$ cat src/rtl/prime_pkg.sv
// Shared types and default sizing for the prime sieve engine.
package prime_pkg;
   localparam int DEF_MAX_W   = 10;
   localparam int DEF_DEPTH   = 256;
   localparam int DEF_IDX_W   = 8;
   localparam int DEF_PRIME_W = 32;

   typedef enum logic [2:0] {
      S_IDLE,
      S_NEXT,
      S_FETCH,
      S_CHECK,
      S_MOD,
      S_STORE,
      S_DONE
   } state_e;
endpackage

$ cat src/rtl/prime_sieve_engine_if.sv
// Control, status and table read bundle between register block and engine.
interface prime_sieve_engine_if
   import prime_pkg::*;
#(
   parameter int MAX_W   = DEF_MAX_W,
   parameter int IDX_W   = DEF_IDX_W,
   parameter int PRIME_W = DEF_PRIME_W
);
   logic               iStart;
   logic [MAX_W-1:0]   iMax;
   logic               oBusy;
   logic               oDone;
   logic [IDX_W:0]     oCount;
   logic               oOverflow;
   logic [IDX_W-1:0]   iRdIndex;
   logic [PRIME_W-1:0] oRdPrime;

   modport master (
      output iStart, iMax, iRdIndex,
      input  oBusy, oDone, oCount, oOverflow, oRdPrime
   );

   modport slave (
      input  iStart, iMax, iRdIndex,
      output oBusy, oDone, oCount, oOverflow, oRdPrime
   );
endinterface

$ cat src/rtl/prime_sieve_engine_seq_mod.sv
// Restoring remainder unit; one quotient bit per cycle, first bit on the start edge.
module seq_mod
   import prime_pkg::*;
#(
   parameter int MAX_W = DEF_MAX_W
) (
   input  logic             iClk,
   input  logic             iReset,
   input  logic             iStart,
   input  logic [MAX_W-1:0] iDividend,
   input  logic [MAX_W-1:0] iDivisor,
   output logic             oDone,
   output logic [MAX_W-1:0] oRem
);
   localparam int CW = $clog2(MAX_W + 1);

   logic [MAX_W-1:0] rem_q, rem_d, dvd_q, dvd_d, div_q, div_d;
   logic [MAX_W-1:0] rem_in, dvd_in, div_in;
   logic [CW-1:0]    cnt_q, cnt_d;
   logic             done_q, done_d;
   logic [MAX_W:0]   trial;

   always_comb begin
      rem_in = iStart ? '0 : rem_q;
      dvd_in = iStart ? iDividend : dvd_q;
      div_in = iStart ? iDivisor : div_q;
      trial  = {rem_in, dvd_in[MAX_W-1]};
      rem_d  = rem_q;
      dvd_d  = dvd_q;
      div_d  = div_q;
      cnt_d  = cnt_q;
      done_d = 1'b0;
      if (iStart || cnt_q != '0) begin
         if (trial >= {1'b0, div_in})
            rem_d = MAX_W'(trial - {1'b0, div_in});
         else
            rem_d = trial[MAX_W-1:0];
         dvd_d  = {dvd_in[MAX_W-2:0], 1'b0};
         div_d  = div_in;
         cnt_d  = iStart ? CW'(MAX_W - 1) : cnt_q - 1'b1;
         done_d = !iStart && (cnt_q == CW'(1));
      end
   end

   always_ff @(posedge iClk or posedge iReset) begin
      if (iReset) begin
         rem_q  <= '0;
         dvd_q  <= '0;
         div_q  <= '0;
         cnt_q  <= '0;
         done_q <= 1'b0;
      end else begin
         rem_q  <= rem_d;
         dvd_q  <= dvd_d;
         div_q  <= div_d;
         cnt_q  <= cnt_d;
         done_q <= done_d;
      end
   end

   assign oDone = done_q;
   assign oRem  = rem_q;
endmodule

$ cat src/rtl/prime_sieve_engine.sv
// Trial-division prime finder filling an internal table, with a gated registered read port.
module prime_sieve_engine
   import prime_pkg::*;
#(
   parameter int MAX_W   = DEF_MAX_W,
   parameter int DEPTH   = DEF_DEPTH,
   parameter int IDX_W   = DEF_IDX_W,
   parameter int PRIME_W = DEF_PRIME_W
) (
   input  logic iClk,
   input  logic iReset,
   prime_sieve_engine_if.slave bus
);
   state_e             state_q, state_d;
   logic [MAX_W:0]     cand_q, cand_d;
   logic [MAX_W-1:0]   max_q, max_d;
   logic [IDX_W:0]     k_q, k_d, count_q, count_d;
   logic               ovf_q, ovf_d, done_q, done_d;
   logic [MAX_W-1:0]   p_q, p_d;
   logic [PRIME_W-1:0] rd_q, rd_d;
   logic [2*MAX_W-1:0] psq;
   logic               mod_start, mod_done, we;
   logic [MAX_W-1:0]   mod_rem;
   logic [MAX_W-1:0]   mem [DEPTH];

   seq_mod #(.MAX_W(MAX_W)) u_mod (
      .iClk      (iClk),
      .iReset    (iReset),
      .iStart    (mod_start),
      .iDividend (cand_q[MAX_W-1:0]),
      .iDivisor  (p_q),
      .oDone     (mod_done),
      .oRem      (mod_rem)
   );

   // full-width square so large divisors never alias below cand
   assign psq = {{MAX_W{1'b0}}, p_q} * {{MAX_W{1'b0}}, p_q};

   always_comb begin
      state_d   = state_q;
      cand_d    = cand_q;
      max_d     = max_q;
      k_d       = k_q;
      count_d   = count_q;
      ovf_d     = ovf_q;
      mod_start = 1'b0;
      we        = 1'b0;
      unique case (state_q)
         S_IDLE, S_DONE: begin
            if (bus.iStart) begin
               state_d = S_NEXT;
               max_d   = bus.iMax;
               cand_d  = (MAX_W+1)'(2);
               k_d     = '0;
               count_d = '0;
               ovf_d   = 1'b0;
            end
         end
         S_NEXT: begin
            if (cand_q > {1'b0, max_q}) begin
               state_d = S_DONE;
            end else begin
               k_d     = '0;
               state_d = S_FETCH;
            end
         end
         S_FETCH: state_d = S_CHECK;
         S_CHECK: begin
            if (k_q == count_q ||
                psq > {{(MAX_W-1){1'b0}}, cand_q}) begin
               state_d = S_STORE;
            end else begin
               mod_start = 1'b1;
               state_d   = S_MOD;
            end
         end
         S_MOD: begin
            if (mod_done) begin
               if (mod_rem == '0) begin
                  cand_d  = cand_q + 1'b1;
                  state_d = S_NEXT;
               end else begin
                  k_d     = k_q + 1'b1;
                  state_d = S_FETCH;
               end
            end
         end
         S_STORE: begin
            we      = 1'b1;
            count_d = count_q + 1'b1;
            if (count_d == (IDX_W+1)'(DEPTH) &&
                cand_q < {1'b0, max_q}) begin
               ovf_d   = 1'b1;
               state_d = S_DONE;
            end else begin
               cand_d  = cand_q + 1'b1;
               state_d = S_NEXT;
            end
         end
         default: state_d = S_IDLE;
      endcase
      done_d = (state_d == S_DONE) && (state_q != S_DONE);
      p_d    = mem[k_q[IDX_W-1:0]];
      // old count gates the read, so a same-cycle STORE reads as empty
      if ({1'b0, bus.iRdIndex} < count_q)
         rd_d = {{(PRIME_W-MAX_W){1'b0}}, mem[bus.iRdIndex]};
      else
         rd_d = '0;
   end

   always_ff @(posedge iClk) begin
      if (we)
         mem[count_q[IDX_W-1:0]] <= cand_q[MAX_W-1:0];
   end

   always_ff @(posedge iClk or posedge iReset) begin
      if (iReset) begin
         state_q <= S_IDLE;
         cand_q  <= '0;
         max_q   <= '0;
         k_q     <= '0;
         count_q <= '0;
         ovf_q   <= 1'b0;
         done_q  <= 1'b0;
         p_q     <= '0;
         rd_q    <= '0;
      end else begin
         state_q <= state_d;
         cand_q  <= cand_d;
         max_q   <= max_d;
         k_q     <= k_d;
         count_q <= count_d;
         ovf_q   <= ovf_d;
         done_q  <= done_d;
         p_q     <= p_d;
         rd_q    <= rd_d;
      end
   end

   assign bus.oBusy     = !(state_q == S_IDLE || state_q == S_DONE);
   assign bus.oDone     = done_q;
   assign bus.oCount    = count_q;
   assign bus.oOverflow = ovf_q;
   assign bus.oRdPrime  = rd_q;
endmodule

$ cat src/flat_wrapper.sv
// flat-port wrapper written by rule: the top's interface ports become plain ports
module prime_sieve_engine_flat import prime_pkg::*;
#(
   parameter int MAX_W   = DEF_MAX_W,
   parameter int DEPTH   = DEF_DEPTH,
   parameter int IDX_W   = DEF_IDX_W,
   parameter int PRIME_W = DEF_PRIME_W
)
  (iClk, iReset, bus_iStart, bus_iMax, bus_iRdIndex, bus_oBusy, bus_oDone, bus_oCount, bus_oOverflow, bus_oRdPrime);
  prime_sieve_engine_if #(.MAX_W(MAX_W), .IDX_W(IDX_W), .PRIME_W(PRIME_W)) bus_i ();
  input  logic iClk;
  input  logic iReset;
  input wire logic [$bits(bus_i.iStart)-1:0] bus_iStart;
  input wire logic [$bits(bus_i.iMax)-1:0] bus_iMax;
  input wire logic [$bits(bus_i.iRdIndex)-1:0] bus_iRdIndex;
  output wire logic [$bits(bus_i.oBusy)-1:0] bus_oBusy;
  output wire logic [$bits(bus_i.oDone)-1:0] bus_oDone;
  output wire logic [$bits(bus_i.oCount)-1:0] bus_oCount;
  output wire logic [$bits(bus_i.oOverflow)-1:0] bus_oOverflow;
  output wire logic [$bits(bus_i.oRdPrime)-1:0] bus_oRdPrime;
  assign bus_i.iStart = bus_iStart;
  assign bus_i.iMax = bus_iMax;
  assign bus_i.iRdIndex = bus_iRdIndex;
  assign bus_oBusy = bus_i.oBusy;
  assign bus_oDone = bus_i.oDone;
  assign bus_oCount = bus_i.oCount;
  assign bus_oOverflow = bus_i.oOverflow;
  assign bus_oRdPrime = bus_i.oRdPrime;
  prime_sieve_engine #(.MAX_W(MAX_W), .DEPTH(DEPTH), .IDX_W(IDX_W), .PRIME_W(PRIME_W)) u_core (.iClk(iClk), .iReset(iReset), .bus(bus_i));
endmodule
$ cat config.mk
export PLATFORM = sky130hd
export DESIGN_NAME = prime_sieve_engine_flat
export DESIGN_NICKNAME = d
export VERILOG_FILES = /design/src/rtl/prime_pkg.sv /design/src/rtl/prime_sieve_engine_if.sv /design/src/rtl/prime_sieve_engine_seq_mod.sv /design/src/rtl/prime_sieve_engine.sv /design/src/flat_wrapper.sv
export SDC_FILE = /design/constraint.sdc
export NUM_CORES = 2
export LEC_CHECK = 0
export CELL_PAD_IN_SITES_DETAIL_PLACEMENT = 0
export CELL_PAD_IN_SITES_GLOBAL_PLACEMENT = 1
export CORE_MARGIN = 2
export CORE_UTILIZATION = 45
export DETAILED_ROUTE_END_ITERATION = 7
export GPL_TIMING_DRIVEN = 0
export PLACE_DENSITY = 0.76
export RECOVER_POWER = 50
export REMOVE_ABC_BUFFERS = 1
export SYNTH_ARGS = -nofsm -noshare
export SYNTH_HDL_FRONTEND = slang
export SYNTH_SLANG_ARGS = --single-unit
$ cat constraint.sdc
create_clock -name iClk -period 11.8 [get_ports iClk]
set_input_delay 2.95 -clock iClk [delete_from_list [all_inputs] [get_ports iClk]]
set_output_delay 2.95 -clock iClk [all_outputs]
set_load 0.01 [all_outputs]
==> metrics.txt <==
post-synthesis average cell area between 15 and 20 µm²; Routed Antenna Nets 0; Top FF cell, synth edfxtp_1; slowest stage delay, CP between 0.9 and 1 ns; largest net degree at the start of global routing about 110; Max VDD drop ~0.00041 V; Startpoint Class register; Reg clk slew, reported paths 0.06 ns; clock net sink count ~2,700; Tot Pwr approximately 28 mW; Crit Path Category register to register; RSZ-0062 raised after global routing false; I/O Buffers between 40 and 50; Async SR Flop Fraction ~3.7%; global-route wire length before repair 546 mm; CP max stage cell and4b_2; Syn Std Cell Area around 130,000 µm²; GRT Total Usage around 27%; CTS tree yes; Via density slightly below 7; Worst Hold Class register to register; drt pass-1 iters 8; Slew Limit Fails 2,642; RePlAce Congestion between 0.8 and 0.9; # nets final 6,587; Final Instance Area between 100,000 and 150,000 µm²; Worst Max-Slew Pin Slew around 4.6 ns; violated checks max-capacitance violations, max-slew violations; Rows between 150 and 200; area post-placement about 130,000 µm²; Critical Path RT roughly 13 ns; I/O pin count 65; FF-to-FF setup slack roughly 1.3 ns; Layout area overhead 10.9%; H-tree levels 5; #FFs+latches synth 2,658; DR vias around 70,000; maxcap violations roughly 40; die area ~290,000 µm²; Final TNS setup 0 ns; Residual DRC 0; CTS Hold Bufs 0; Root Driver clkbuf_16; Core Area 282,000 µm²; Unique masters post-synth 73; Inserted Clock Buffers approximately 280; effective utilization at floorplan ~45%; Tcrit/Tclk final about nine tenths; Worst-Skew Late Latency roughly 0.88 ns; endpoints failing setup 0; CTS resizes 0; skew final 0.0358 ns; WP data arrival approximately 11 ns; WP buf/inv 1; fmax roughly 0.095 GHz; CTS max path bufs 4; Tmin final ~10 ns; number of flops mapped to enable cells by yosys ~2,600; vias in the first global route between 70,000 and 80,000; Fin. Hold Viols 0; commonest non-fill, non-tap cell in the layout edfxtp_1; Ys Warns 0; die extent in y about 540 µm; commonest cells after routing, fill and taps aside 2,560 x edfxtp_1, 1,494 x mux4_2, 334 x nor2_1; worst-path maximum fanout between 40 and 50; number of DRC markers in iteration 0 11,168; antenna violations before repair 26; Worst slew margin -209%; delay-heaviest family, CP adder cells; Worst setup EP type register; Die Span X ~540 µm; sequential share of the synthesized area 62.1%; Post-CTS Setup Inserts 0; hpwl dp approximately 250 mm; PD cells about 200 nW/µm²; share of cells above drive strength 1 between 30% and 40%; leakage ~44 nW; total routed wirelength around 390 mm; Routed WL per cell roughly 38 µm; GR Overflow Total 0; status complete, but fails checks; Mapped Cells between 6,000 and 7,000
-- per-stage QoR --
stage / std cells / utilization [%] / hold WS (ns) / worst slack (ns)
2_1_floorplan: 5983 / - / 0.452 / -18.90
3_3_place_gp: 9768 / 46.2 / 0.487 / -37.67
3_5_place_dp: 9882 / 47.3 / 0.489 / 1.36
4_1_cts: 10377 / 50.4 / 0.501 / 1.33
5_1_grt: 10387 / 50.2 / 0.511 / 0.442
6_report: 10401 / 50.2 / 0.499 / 1.33
-- final timing paths --
kind                                        from                endpoint  cells past startpoint
setup / recovery                   u_core.p_q[1]    u_core.u_mod.oRem[5]                     32
hold / removal             u_core.u_mod.div_q[7]   u_core.u_mod.div_q[7]                      1
setup reg to reg                   u_core.p_q[1]    u_core.u_mod.oRem[5]                     32
hold reg to reg            u_core.u_mod.div_q[7]   u_core.u_mod.div_q[7]                      1
max in group asynchronous                 iReset           u_core.k_q[2]                      3
min in group asynchronous                 iReset  u_core.bus.oRdPrime[6]                      2
-- cells in the mapped netlist (27+ instances only) --
master    count  share of area [%]
a21oi_1     126               0.49
dfrtp_1      98                1.9
nand2_1     160               0.47
o21ai_0     106               0.42
mux4_2     1494                 26
nor3_1       34               0.13
nor2_1      338               0.99
clkbuf_1    269               0.79
o22ai_1      78               0.38
xnor2_1      27               0.19
buf_2       100               0.39
ha_1         96               0.94
nor2b_1      36               0.18
inv_1       104               0.31
mux2i_1     237                1.9
buf_4        81               0.48
fa_1         47               0.74
o221ai_1     91               0.62
and2_1       41               0.20
nand3_1      43               0.17
a211oi_1     47               0.28
buf_1        58               0.17
edfxtp_1   2560                 60
-- worst reg2reg max path: cells and delay by family, from the launching register on --
family	cells	cell delay (ns)
flops	1	0.71
buf+inv	1	0.10
mux	2	0.87
simple gates	7	2.75
xor+xnor	1	0.15
compound gates	13	2.70
fa+ha+maj	8	3.07
-- logic make-up after synthesis --
| kind of cell | synth area share [%] |
|---|---|
| AO/OA/AOI/OAI | 2.78 |
| XOR/XNOR | 0.254 |
| adder cells (fa/ha/maj) | 1.68 |
| buffers and inverters | 2.32 |
| flip-flops | 62.1 |
| multiplexers | 28.4 |
| other | 0.00294 |
| AND/OR/NAND/NOR | 2.52 |
-- final cells by class --
type	instances	area [µm²]
fillers	22085	141000
clock buffers	337	7490
repair buffers	156	2640
multi-input cells	3215	45700
clock inverters	158	1360
flip-flops and latches	2658	79300
well taps	3743	4680
diodes	24	60.1
inverters	110	429
-- flip-flops by register name (all words and copies together) (netlist names) --
name / count
u_core.bus.oCount: 9
u_core.bus.oDone: 1
u_core.bus.oOverflow: 1
u_core.bus.oRdPrime: 10
u_core.cand_q: 11
u_core.k_q: 9
u_core.max_q: 10
u_core.mem: 2560
u_core.p_q: 10
u_core.state_q: 3
u_core.u_mod.cnt_q: 4
u_core.u_mod.div_q: 10
u_core.u_mod.dvd_q: 9
u_core.u_mod.oDone: 1
u_core.u_mod.oRem: 10
-- power breakdown --
group          total, mW  switching, mW  internal [mW]
Clock               8.74           3.76           4.98
Sequential          10.7          0.181           10.6
Combinational       8.21           4.62           3.59
Total               27.7           8.57           19.1
-- routing by layer --
layer	vias up	wire length [µm]	GRT usage, %	part of all wire, %
met2	4920	183000	41.5	47
met4	20	20600	12.5	5.3
li1	27691	-	-	-
met5	-	161	0	0.041
met1	38533	141000	36.6	36
met3	775	45700	6.31	12
(Power assumes the default switching activity.)
